[src/rtl/fetch_unit_if.sv]
// fetch_unit_if: fetch unit bus - program counter, instruction memory, redirect and decode handshake.
interface fetch_unit_if;
    logic [31:0] pc;
    logic        pc_write_enable;
    logic [31:0] next_pc;
    logic        imem_req_valid;
    logic [31:0] imem_req_addr;
    logic        imem_req_ready;
    logic        imem_resp_valid;
    logic [31:0] imem_resp_data;
    logic        redirect_valid;
    logic [31:0] redirect_pc;
    logic        inst_valid;
    logic [31:0] inst;
    logic [31:0] inst_pc;
    logic        inst_ready;
    modport master (
        input  pc, imem_req_ready, imem_resp_valid, imem_resp_data, redirect_valid, redirect_pc, inst_ready,
        output pc_write_enable, next_pc, imem_req_valid, imem_req_addr, inst_valid, inst, inst_pc
    );
    modport slave (
        output pc, imem_req_ready, imem_resp_valid, imem_resp_data, redirect_valid, redirect_pc, inst_ready,
        input  pc_write_enable, next_pc, imem_req_valid, imem_req_addr, inst_valid, inst, inst_pc
    );
endinterface

[src/rtl/fetch_unit.sv]
// fetch_unit: in-order instruction fetch with a ring-buffer fetch queue and redirect flush.
module fetch_unit #(
    parameter int QUEUE_DEPTH = 2
) (
    input logic          clock,
    input logic          reset,
    fetch_unit_if.master bus
);
    localparam int PW = $clog2(QUEUE_DEPTH);
    typedef logic [PW-1:0] ptr_t;
    typedef logic [PW:0]   cnt_t;
    typedef logic [PW+1:0] sum_t;
    localparam cnt_t DEPTH = cnt_t'(QUEUE_DEPTH);
    logic [31:0] addr_q [QUEUE_DEPTH];
    logic [31:0] addr_d [QUEUE_DEPTH];
    logic [31:0] data_q [QUEUE_DEPTH];
    logic [31:0] data_d [QUEUE_DEPTH];
    logic [QUEUE_DEPTH-1:0] filled_q, filled_d;
    ptr_t head_q, head_d, tail_q, tail_d, fptr_q, fptr_d;
    cnt_t cnt_q, cnt_d, ucnt_q, ucnt_d, drop_q, drop_d;
    sum_t in_flight;
    logic redir, accept, fill, pop;
    always_comb begin
        redir = bus.redirect_valid & !reset;
        bus.imem_req_valid = !reset & !bus.redirect_valid & (cnt_q < DEPTH) & (drop_q == '0);
        bus.imem_req_addr = bus.pc;
        accept = bus.imem_req_valid & bus.imem_req_ready;
        bus.pc_write_enable = redir | accept;
        bus.next_pc = redir ? (bus.redirect_pc & 32'hFFFF_FFFC) : bus.pc + 32'd4;
        fill = bus.imem_resp_valid & (drop_q == '0) & (ucnt_q != '0);
        bus.inst_valid = !reset & (cnt_q != '0) & filled_q[head_q];
        bus.inst = data_q[head_q];
        bus.inst_pc = addr_q[head_q];
        pop = bus.inst_valid & bus.inst_ready & !bus.redirect_valid;
        // stale responses still owed by memory: earlier drops plus unfilled entries, less one landing now
        in_flight = sum_t'(drop_q) + sum_t'(ucnt_q);
        addr_d = addr_q;
        data_d = data_q;
        filled_d = filled_q;
        if (pop) filled_d[head_q] = 1'b0;
        if (accept) begin
            addr_d[tail_q] = bus.pc;
            filled_d[tail_q] = 1'b0;
        end
        if (fill) begin
            data_d[fptr_q] = bus.imem_resp_data;
            filled_d[fptr_q] = 1'b1;
        end
        if (redir) filled_d = '0;
        head_d = redir ? '0 : head_q + ptr_t'(pop);
        tail_d = redir ? '0 : tail_q + ptr_t'(accept);
        fptr_d = redir ? '0 : fptr_q + ptr_t'(fill);
        cnt_d = redir ? '0 : cnt_q + cnt_t'(accept) - cnt_t'(pop);
        ucnt_d = redir ? '0 : ucnt_q + cnt_t'(accept) - cnt_t'(fill);
        drop_d = redir ? ((in_flight == '0) ? '0 : cnt_t'(in_flight - sum_t'(bus.imem_resp_valid)))
                       : drop_q - cnt_t'(bus.imem_resp_valid & (drop_q != '0));
    end
    always_ff @(posedge clock) begin
        if (reset) begin
            head_q <= '0;
            tail_q <= '0;
            fptr_q <= '0;
            cnt_q <= '0;
            ucnt_q <= '0;
            drop_q <= '0;
            filled_q <= '0;
        end else begin
            head_q <= head_d;
            tail_q <= tail_d;
            fptr_q <= fptr_d;
            cnt_q <= cnt_d;
            ucnt_q <= ucnt_d;
            drop_q <= drop_d;
            filled_q <= filled_d;
        end
        addr_q <= addr_d;
        data_q <= data_d;
    end
endmodule

[src/flat_wrapper.sv]
// flat-port wrapper written by rule: the top's interface ports become plain ports
module fetch_unit_flat 
#(
    parameter int QUEUE_DEPTH = 2
)
  (clock, reset, bus_pc, bus_imem_req_ready, bus_imem_resp_valid, bus_imem_resp_data, bus_redirect_valid, bus_redirect_pc, bus_inst_ready, bus_pc_write_enable, bus_next_pc, bus_imem_req_valid, bus_imem_req_addr, bus_inst_valid, bus_inst, bus_inst_pc);
  fetch_unit_if bus_i ();
  input logic clock;
  input logic reset;
  input wire logic [$bits(bus_i.pc)-1:0] bus_pc;
  input wire logic [$bits(bus_i.imem_req_ready)-1:0] bus_imem_req_ready;
  input wire logic [$bits(bus_i.imem_resp_valid)-1:0] bus_imem_resp_valid;
  input wire logic [$bits(bus_i.imem_resp_data)-1:0] bus_imem_resp_data;
  input wire logic [$bits(bus_i.redirect_valid)-1:0] bus_redirect_valid;
  input wire logic [$bits(bus_i.redirect_pc)-1:0] bus_redirect_pc;
  input wire logic [$bits(bus_i.inst_ready)-1:0] bus_inst_ready;
  output wire logic [$bits(bus_i.pc_write_enable)-1:0] bus_pc_write_enable;
  output wire logic [$bits(bus_i.next_pc)-1:0] bus_next_pc;
  output wire logic [$bits(bus_i.imem_req_valid)-1:0] bus_imem_req_valid;
  output wire logic [$bits(bus_i.imem_req_addr)-1:0] bus_imem_req_addr;
  output wire logic [$bits(bus_i.inst_valid)-1:0] bus_inst_valid;
  output wire logic [$bits(bus_i.inst)-1:0] bus_inst;
  output wire logic [$bits(bus_i.inst_pc)-1:0] bus_inst_pc;
  assign bus_i.pc = bus_pc;
  assign bus_i.imem_req_ready = bus_imem_req_ready;
  assign bus_i.imem_resp_valid = bus_imem_resp_valid;
  assign bus_i.imem_resp_data = bus_imem_resp_data;
  assign bus_i.redirect_valid = bus_redirect_valid;
  assign bus_i.redirect_pc = bus_redirect_pc;
  assign bus_i.inst_ready = bus_inst_ready;
  assign bus_pc_write_enable = bus_i.pc_write_enable;
  assign bus_next_pc = bus_i.next_pc;
  assign bus_imem_req_valid = bus_i.imem_req_valid;
  assign bus_imem_req_addr = bus_i.imem_req_addr;
  assign bus_inst_valid = bus_i.inst_valid;
  assign bus_inst = bus_i.inst;
  assign bus_inst_pc = bus_i.inst_pc;
  fetch_unit #(.QUEUE_DEPTH(QUEUE_DEPTH)) u_core (.clock(clock), .reset(reset), .bus(bus_i));
endmodule
[config.mk]
export PLATFORM = sky130hd
export DESIGN_NAME = fetch_unit_flat
export DESIGN_NICKNAME = d
export VERILOG_FILES = /design/src/rtl/fetch_unit_if.sv /design/src/rtl/fetch_unit.sv /design/src/flat_wrapper.sv
export SDC_FILE = /design/constraint.sdc
export NUM_CORES = 1
export LEC_CHECK = 0
export ABC_AREA = 1
export CAP_MARGIN = 20
export CORE_ASPECT_RATIO = 0.75
export CORE_MARGIN = 2
export CORE_UTILIZATION = 45
export DETAILED_ROUTE_END_ITERATION = 10
export PLACE_DENSITY = 0.79
export SETUP_SLACK_MARGIN = 0.15
export SYNTH_ARGS = -nofsm -noshare
export SYNTH_HDL_FRONTEND = slang
export SYNTH_SLANG_ARGS = --single-unit
[constraint.sdc]
create_clock -name clock -period 2.3 [get_ports clock]
set_input_delay 0.23 -clock clock [delete_from_list [all_inputs] [get_ports clock]]
set_output_delay 0.23 -clock clock [all_outputs]
set_load 0.01 [all_outputs]
==> results of run 1 <==
## flip-flops by register name, indices dropped and copies added (netlist names)
register	cells
u_core.addr_q	64
u_core.cnt_q	2
u_core.data_q	64
u_core.drop_q	2
u_core.filled_q	2
u_core.fptr_q	1
u_core.head_q	1
u_core.tail_q	1
u_core.ucnt_q	2
## placed cells by master (no fill, tap or decap), types with 3 or more instances in the layout
master	n
nand2_2	11
dfxtp_1	10
nor2_4	12
ha_1	9
inv_6	6
nor2_2	24
nand2_1	356
edfxtp_1	128
dlygate4sd2_1	40
a21oi_1	8
inv_8	4
xor2_1	11
ha_2	3
dlymetal6s2s_1	10
clkdlybuf4s50_1	175
clkdlybuf4s15_1	4
nor2_1	32
nand3_1	18
buf_4	71
o21ai_1	3
clkbuf_16	18
o21ai_0	10
inv_1	40
buf_12	11
## metal layers
metal / global-route usage [%] / routed length [um]
met1: 33.2 / 8870
met2: 42.5 / 9840
met3: 5.95 / 1460
met4: 7.44 / 488
met5: 0 / 0
## final timing paths
check,end,slack [ns],cells after the start
hold / removal,u_core.addr_q[26]$_DFFE_PP_,0.20,2
setup / recovery,bus_next_pc[8],0.17,8
setup reg to reg,u_core.cnt_q[1]$_SDFF_PP0_,0.38,13
hold reg to reg,u_core.cnt_q[1]$_SDFF_PP0_,0.48,1
## stage by stage
step                      hold slack, ns  util [%]  cell area, um^2
after detailed placement           0.471      66.6             9750
after global routing               0.197      72.4            10600
after floorplan                    0.299         -             6810
final                              0.200      72.4            10600
after global placement             0.460      66.6             9750
after CTS                          0.299      71.6            10500
## worst reg2reg max path, stage by stage, from the launching register on
cell and delay (ns):
dfxtp_4 0.47, inv_6 0.09, nor2_1 0.12, nor2_2 0.06, nand2_1 0.05, inv_1 0.04, nand2_1 0.07, inv_1 0.05
ha_1 0.27, inv_1 0.04, ha_1 0.18, xor2_1 0.15, o21ai_0 0.16, a21oi_1 0.06
## repair_timing
| action | CTS | global route |
|---|---|---|
| hold endpoints to repair | 0 | 0 |
| setup buffers | 4 | 3 |
| setup endpoints to repair | 85 | 49 |
| pin swaps | 8 | 3 |
| gates cloned | 2 | 1 |
| gates resized for setup | 78 | 29 |
## final cells by class
| class | instances | share of cell area (%) |
|---|---|---|
| Multi-Input combinational cell | 510 | 22.4 |
| Inverter | 44 | 1.61 |
| Sequential cell | 139 | 38.4 |
| Tap cell | 200 | 2.36 |
| Clock inverter | 15 | 1.62 |
| Timing Repair Buffer | 317 | 29.6 |
| Clock buffer | 17 | 4.01 |
## kinds of logic after synthesis
logic type	after synthesis	share of synthesized area [%]
AOI/OAI and AO/OA	25	1.95
xor gates and xnor gates	13	1.67
adders and majority gates	13	2.50
buffers and inverters	96	7.20
DFF	139	59.6
and+or+nand+nor	459	27.0
## report_power, final
part / internal [mW] / switching, mW / leakage (nW)
Combinational: 0.445 / 0.385 / 3.04
Sequential: 2.80 / 0.0104 / 1.25
Clock: 1.55 / 1.19 / 0.288
==> qor.csv, run 1 <==
stage,metric,value,unit
timing,fmax,469,MHz
critical_path,CP Max Fanout,3,
clock_network,CTS tree,built,
critical_path,crit path buf inv count,3,
critical_path,crit-path leading delay family,buffers and inverters,
clock_network,hold buffers post-CTS,0,
min_path,Hold Crit Class,in -> reg,
power,VDD IR max,0.428,mV
yosys,synth top area cells,"edfxtp_1, nand2_1, buf_4",
placement,dpl ws,-0.228,ns
global_routing,total global routing overflow,0,
critical_path,Max stage delay on crit path,0.55,ns
timing,"Hold Violations, Final",0,
layout,Multi-input gate area,2380,um^2
clock_network,Worst-path clk slew,0.06,ns
yosys,largest area contributor in the netlist,edfxtp_1,
yosys,mapped cell area,6810,um^2
placement,gpl congestion,0.925,
run,max_cap viols,0,
critical_path,Crit path arrival time,1.90,ns
global_routing,vias in the first global route,5850,
clock_network,CTS buffer count,17,
critical_path,Reg-to-Reg Start,u_core.head_q$_SDFF_PP0_,
yosys,sequential area share after synthesis,59.6,%
yosys,synthesized area per cell,9.15,um^2
critical_path,CP max stage cell,clkdlybuf4s50_1,
floorplanning,# IOs,233,
drt,Remaining DRCs,0,
floorplanning,Cell Rows,38,
layout,Ant. Diodes,0,
layout,layout cell share with drive strength beyond 1,16.9,%
critical_path,Worst setup EP type,primary output,
yosys,"EDFF count, synth",128,
critical_path,Setup crit start kind,input pin,
yosys,Yosys cell types,29,
critical_path,Crit Path Class,in -> out,
global_routing,global-route wire length before repair,31500,um
floorplanning,chip width,146,um
drt,Vias/cell,4.80,
yosys,Synth top area share,56.4,%
critical_path,Setup crit start,bus_pc[2],
layout,FILL cells,1059,
power,total power,6.37,mW
drt,final WL,20700,um
global_routing,total track usage,25.5,%
yosys,most numerous cell in the Yosys netlist,nand2_1,
yosys,synth cell count leaders,"nand2_1, edfxtp_1, nor2_1, inv_1, buf_4",
timing,"Slew Viols, Final",0,
yosys,Synth Warn #,0,
timing,Setup Skew,0.0150,ns
floorplanning,initial core utilization,46.5,%
timing,Least-Margin Pin Slew,0.303,ns
floorplanning,CORE AREA,14600,um^2
layout,Non-Filler Instances,1242,
timing,final setup violation count,0,
clock_network,worst-skew pair later-pin latency,0.42,ns
critical_path,CP required,2.07,ns
timing,Setup TNS,0,ns
clock_network,H-tree depth,4,
timing,headroom to the max-slew limit,79.7,%
power,leakage power,4.57,nW
drt,DR iter-0 viols,455,
timing,Final period util,92.7,%
layout,area grow syn2layout,55.6,%
timing,Final WS setup,0.168,ns
timing,Final min period,2.13,ns
global_routing,largest net degree at the start of global routing,34,
global_routing,antenna violations before repair,0,
clock_network,Sink Count,139,
placement,DP Cell Count,1200,
timing,RSZ-0062 raised after global routing,true,
min_path,HP Start,bus_pc[26],
yosys,asr flop ratio synth,0,%
power,pwr dens,601,nW/um^2
drt,ANT nets after route,0,
outcome,status,"complete, no violations",
drt,wire per inst,16.6,um
clock_network,CTS Buffer Depth,2,
critical_path,ordered cell list for the critical path,dlygate4sd2_1 > ha_2 > nand3_4 > nor2_2 > buf_4 > xnor2_1 > o21ai_1 > clkdlybuf4s50_1,
layout,Register Area,4070,um^2
placement,Post-DP HPWL,14700,um
yosys,Post-Syn Instances,745,
drt,via count,5960,
layout,# nets final,1144,
drt,Pre-antenna DRT Iters,6,
floorplanning,die area,16200,um^2
clock_network,CTS Root Cell,clkbuf_16,
floorplanning,Chip Height,111,um
yosys,Seq cells post-synth,139,
placement,port buffer count,230,
yosys,top_reg_cell synth,edfxtp_1,
yosys,Syn Nets,860,
Note: power is estimated with default switching activity, not from simulation.
==> inputs of run 2 (changes only) <==
- CELL_PAD_IN_SITES_DETAIL_PLACEMENT: not set -> 1
- CELL_PAD_IN_SITES_GLOBAL_PLACEMENT: not set -> 2
- CORE_UTILIZATION: 45 -> 27
- PLACE_DENSITY: 0.79 -> not set
- PLACE_DENSITY_LB_ADDON: not set -> 0.1
==> run 2 against run 1 <==
Die area grew 64%. Fmax increased by 2.1%. Critical path type is now reg -> out. Clock skew down 0.0015 ns. Highest routed layer unchanged. Sequential cell count is the same. Setup slack improved by 0.044 ns. Critical path depth shrank 3. Count of clock-buffer cells in the layout unchanged. Clock power about the same. Sequential share of layout area shrank 1.1 points.
==> qor.csv, run 2 (same netlist as run 1, synthesis figures left out) <==
stage,metric,value,unit
timing,Least-Margin Pin Slew,0.301,ns
critical_path,Setup crit start kind,flop,
global_routing,antenna violations before repair,1,
clock_network,CTS Buffer Depth,2,
placement,Placement Cell Area,9950,um^2
placement,dpl ws,-0.394,ns
drt,Pre-antenna DRT Iters,4,
drt,via count,6143,
outcome,status,"complete, no violations",
timing,"Slew Viols, Final",0,
placement,gpl congestion,0.821,
timing,Setup Skew,0.0135,ns
placement,DP Cell Count,1346,
drt,final WL,24800,um
floorplanning,CORE AREA,24900,um^2
critical_path,CP required,2.07,ns
clock_network,CTS tree,built,
floorplanning,Cell Rows,50,
min_path,Hold Crit Class,in -> reg,
min_path,HP Start,bus_pc[26],
min_path,hold path depth,2,
floorplanning,Chip Height,142,um
critical_path,R2R setup slack,0.36,ns
timing,final setup violation count,0,
timing,Final min period,2.09,ns
run,max_cap viols,0,
layout,fin area,10900,um^2
layout,Multi-input gate area,2400,um^2
layout,Register Area,4070,um^2
drt,DR iter-0 viols,255,
power,leakage power,4.72,nW
clock_network,worst-skew pair later-pin latency,0.43,ns
clock_network,CTS Root Cell,clkbuf_16,
clock_network,hold buffers post-CTS,0,
drt,Vias/cell,4.40,
clock_network,Worst-path clk slew,0.07,ns
timing,Final WS setup,0.212,ns
global_routing,total track usage,18.1,%
global_routing,total global routing overflow,0,
layout,"commonest non-fill, non-tap cell in the layout",nand2_1,
critical_path,CP max stage cell,clkdlybuf4s50_1,
critical_path,Crit path arrival time,1.86,ns
timing,headroom to the max-slew limit,79.9,%
clock_network,CTS buffer count,17,
layout,layout cell share with drive strength beyond 1,18.7,%
floorplanning,# IOs,233,
critical_path,Worst setup EP type,primary output,
critical_path,ordered cell list for the critical path,inv_8 > clkbuf_16 > nand2_1 > nand2_1 > clkdlybuf4s50_1,
clock_network,H-tree depth,4,
drt,ANT nets after route,0,
floorplanning,initial core utilization,27.4,%
power,pwr dens,587,nW/um^2
layout,most frequent cells in the layout,"nand2_1, clkdlybuf4s50_1, edfxtp_1",
floorplanning,die area,26500,um^2
floorplanning,chip width,187,um
layout,area grow syn2layout,60.3,%
layout,largest registers,"u_core.addr_q: 64 flops, u_core.data_q: 64 flops",
critical_path,CP most frequent cell,nand2_1,
placement,Post-DP HPWL,17800,um
drt,Remaining DRCs,0,
drt,wire per inst,17.8,um
layout,# nets final,1158,
critical_path,Reg-to-Reg Start,u_core.head_q$_SDFF_PP0_,
critical_path,CP Max Fanout,16,
layout,Non-Filler Instances,1395,
layout,FILL cells,2854,
critical_path,Crit Path Class,reg -> out,
power,VDD IR max,0.475,mV
critical_path,crit-path leading delay family,buffers and inverters,
clock_network,Sink Count,139,
critical_path,crit path buf inv count,3,
layout,post-layout util,43.9,%
min_path,Min-Delay Endpoint,u_core.addr_q[58]$_DFFE_PP_,
global_routing,largest net degree at the start of global routing,57,
timing,"Hold Violations, Final",0,
timing,Setup TNS,0,ns
global_routing,vias in the first global route,6477,
critical_path,Worst Reg-to-Reg Cells,13,
critical_path,worst reg2reg path endpoint,u_core.cnt_q[1]$_SDFF_PP0_,
global_routing,global-route wire length before repair,36200,um
critical_path,Max stage delay on crit path,0.56,ns
timing,Final period util,90.8,%
timing,fmax,479,MHz
timing,RSZ-0062 raised after global routing,true,
placement,port buffer count,230,
-- run 2: worst max path at each step --
stage | from | end | slack [ns] | cells past startpoint
3_3_place_gp | bus_pc[10] | bus_next_pc[15] | -0.41 | 9
4_1_cts | bus_pc[23] | bus_next_pc[31] | 0.06 | 12
3_5_place_dp | bus_pc[10] | bus_next_pc[31] | -0.39 | 10
2_1_floorplan | u_core.drop_q[1]$_SDFF_PP0_ | u_core.addr_q[32]$_DFFE_PP_ | 0.05 | 6
5_1_grt | u_core.head_q$_SDFF_PP0_ | bus_inst_pc[31] | 0.13 | 4
6_report | u_core.head_q$_SDFF_PP0_ | bus_inst[28] | 0.21 | 5
-- run 2: routing by layer --
metal,up-vias,track usage (%),part of all wire (%)
li1,2960,-,-
met1,3001,24.1,47
met2,168,29.8,46
met3,14,4.82,5.6
met4,0,3.81,0.72
met5,-,0,0
-- run 2: layout make-up --
type | count | share of cell area, %
Inverter | 44 | 1.58
Timing Repair Buffer | 331 | 29.8
Antenna cell | 1 | 0.0229
Clock buffer | 17 | 3.89
Clock inverter | 15 | 1.56
Tap cell | 338 | 3.87
Multi-Input combinational cell | 510 | 22.0
Sequential cell | 139 | 37.2
-- run 2: repair_timing --
| item | 4_1_cts | 5_1_grt |
|---|---|---|
| pin swaps | 8 | 6 |
| cloned | 1 | 3 |
| gates resized for setup | 94 | 48 |
| buffers inserted | 5 | 7 |
| endpoints found under the setup margin | 77 | 62 |
| endpoints found under the hold margin | 0 | 0 |
-- run 2: per-stage QoR --
stage | power, mW | hold WS, ns
after floorplan | 3.14 | 0.299
after global placement | 3.71 | 0.465
after detailed placement | 3.72 | 0.472
after CTS | 6.48 | 0.208
after global routing | 6.66 | 0.163
final | 6.41 | 0.169
-- run 2: power breakdown --
part           total (mW)  switching [mW]  internal (mW)  leakage, nW
Clock                2.75            1.29           1.47        0.289
Sequential           2.81          0.0122           2.80         1.25
Combinational       0.853           0.402          0.451         3.19
Total                6.41            1.70           4.71         4.72
==> inputs of run 3 (changes only) <==
- TNS_END_PERCENT: not set -> 1
==> run 3 against run 2 <==
Via count decreased by 2.0%. Routed wire length decreased by 4.9%. Clock skew increased by 0.00072 ns. Sequential power about the same. Combinational power decreased by 3.4%. Critical path depth increased by 4. Count of clock-buffer cells in the layout unchanged. Fmax decreased by 0.98%. Worst hold slack got worse by 0.045 ns. Total power decreased by 0.53%. Non-clock buffer count decreased by 12. Highest routed layer unchanged.
==> qor.csv, run 3 (same netlist as run 1, synthesis figures left out) <==
stage,metric,value,unit
timing,Hold Worst Slack,0.124,ns
global_routing,global-route wire length before repair,35800,um
clock_network,CTS buffer count,17,
power,P_sw,1.69,mW
placement,Placement Cell Area,9950,um^2
clock_network,worst-skew pair later-pin latency,0.42,ns
global_routing,antenna violations before repair,1,
drt,Remaining DRCs,0,
critical_path,Setup crit start kind,input pin,
drt,via count,6020,
timing,Least-Margin Pin Slew,0.327,ns
clock_network,CTS Buffer Depth,2,
placement,port buffer count,230,
drt,wire per inst,17.1,um
critical_path,CP required,2.07,ns
power,switching power share of the total,26.5,%
timing,"Slew Viols, Final",0,
layout,largest registers,"u_core.addr_q: 64 flops, u_core.data_q: 64 flops",
outcome,status,"complete, no violations",
min_path,Hold Crit Class,in -> reg,
placement,Post-DP HPWL,17800,um
drt,Pre-antenna DRT Iters,4,
timing,final setup violation count,0,
critical_path,Crit path arrival time,1.88,ns
power,VDD IR max,0.469,mV
floorplanning,Cell Rows,50,
power,leakage power,4.76,nW
timing,Final period util,91.7,%
critical_path,Crit Path Class,in -> out,
floorplanning,Chip Height,142,um
layout,post-layout util,42.9,%
timing,"Hold Violations, Final",0,
layout,"commonest non-fill, non-tap cell in the layout",nand2_1,
clock_network,Sink Count,139,
global_routing,total track usage,17.9,%
drt,DR iter-0 viols,281,
floorplanning,initial core utilization,27.4,%
floorplanning,chip width,187,um
power,Clock power frac,43.1,%
layout,# nets final,1146,
critical_path,Worst setup EP type,primary output,
run,max_cap viols,0,
global_routing,largest net degree at the start of global routing,67,
power,Flop pwr share,44.0,%
drt,Vias/cell,4.35,
placement,gpl congestion,0.821,
timing,Setup TNS,0,ns
timing,Final WS setup,0.191,ns
floorplanning,CORE AREA,24900,um^2
timing,Final min period,2.11,ns
clock_network,hold buffers post-CTS,0,
power,internal power,4.69,mW
global_routing,vias in the first global route,6401,
timing,headroom to the max-slew limit,78.2,%
global_routing,total global routing overflow,0,
clock_network,CTS tree,built,
power,combinational power share,12.9,%
floorplanning,# IOs,233,
power,pwr dens,597,nW/um^2
drt,final WL,23600,um
clock_network,Worst-path clk slew,0.07,ns
clock_network,H-tree depth,4,
layout,area grow syn2layout,56.8,%
timing,Setup Skew,0.0142,ns
timing,RSZ-0062 raised after global routing,true,
placement,dpl ws,-0.394,ns
critical_path,CP Max Fanout,4,
drt,ANT nets after route,0,
layout,layout cell share with drive strength beyond 1,17.2,%
timing,fmax,474,MHz
layout,fin area,10700,um^2
layout,most frequent cells in the layout,"nand2_1, edfxtp_1, clkdlybuf4s50_1",
floorplanning,die area,26500,um^2
clock_network,CTS Root Cell,clkbuf_16,
## run 3: area by class of cell
| type | count | area, um^2 |
|---|---|---|
| diodes | 1 | 2.50 |
| clock buffers | 17 | 425 |
| clock inverters | 15 | 170 |
| fillers | 2883 | 14200 |
| inverters | 44 | 165 |
| multi-input cells | 510 | 2400 |
| flip-flops and latches | 139 | 4070 |
| well taps | 338 | 423 |
| repair buffers | 319 | 3030 |
## run 3: critical path: stages
cell and delay [ns]:
clkdlybuf4s15_2 0.29, nand2_1 0.15, nor2_2 0.14, buf_4 0.12, nand3_1 0.11, xnor2_2 0.18
nand2_1 0.07, nand2_1 0.06, clkdlybuf4s50_1 0.53
## run 3: metal layers
metal  routed length, um  up-vias  global-route usage, %
met4                 191        0                   4.06
met3                1550       12                   4.82
li1                    -     2940                      -
met1               11000     2905                   23.8
met5                   0        -                      0
met2               10900      163                   29.2
## run 3: power groups by stage
stage	combinational (mW)	sequential, mW	clock (mW)
3_5_place_dp	0.860	2.86	0
6_report	0.824	2.81	2.75
2_1_floorplan	0.277	2.86	0
3_3_place_gp	0.847	2.86	0
5_1_grt	0.896	2.81	2.92
4_1_cts	0.831	2.81	2.83
## run 3: worst paths after layout
path / startpoint / end / slack, ns / cells after the start
min reg2reg: u_core.cnt_q[1]$_SDFF_PP0_ / u_core.cnt_q[1]$_SDFF_PP0_ / 0.49 / 1
min: bus_pc[17] / u_core.addr_q[17]$_DFFE_PP_ / 0.12 / 1
max reg2reg: u_core.head_q$_SDFF_PP0_ / u_core.cnt_q[1]$_SDFF_PP0_ / 0.39 / 13
max: bus_pc[10] / bus_next_pc[16] / 0.19 / 9
## run 3: repair_timing
item | in CTS | in global routing
resized for setup | 118 | 61
setup buffers | 4 | 0
pin swaps | 7 | 5
setup endpoints to repair | 77 | 44
## run 3: through the flow
stage / std cells / power (mW)
CTS: 1382 / 6.47
global route: 1383 / 6.63
global placement: 1346 / 3.71
detailed placement: 1346 / 3.72
floorplan: 745 / 3.14
finish: 1383 / 6.38
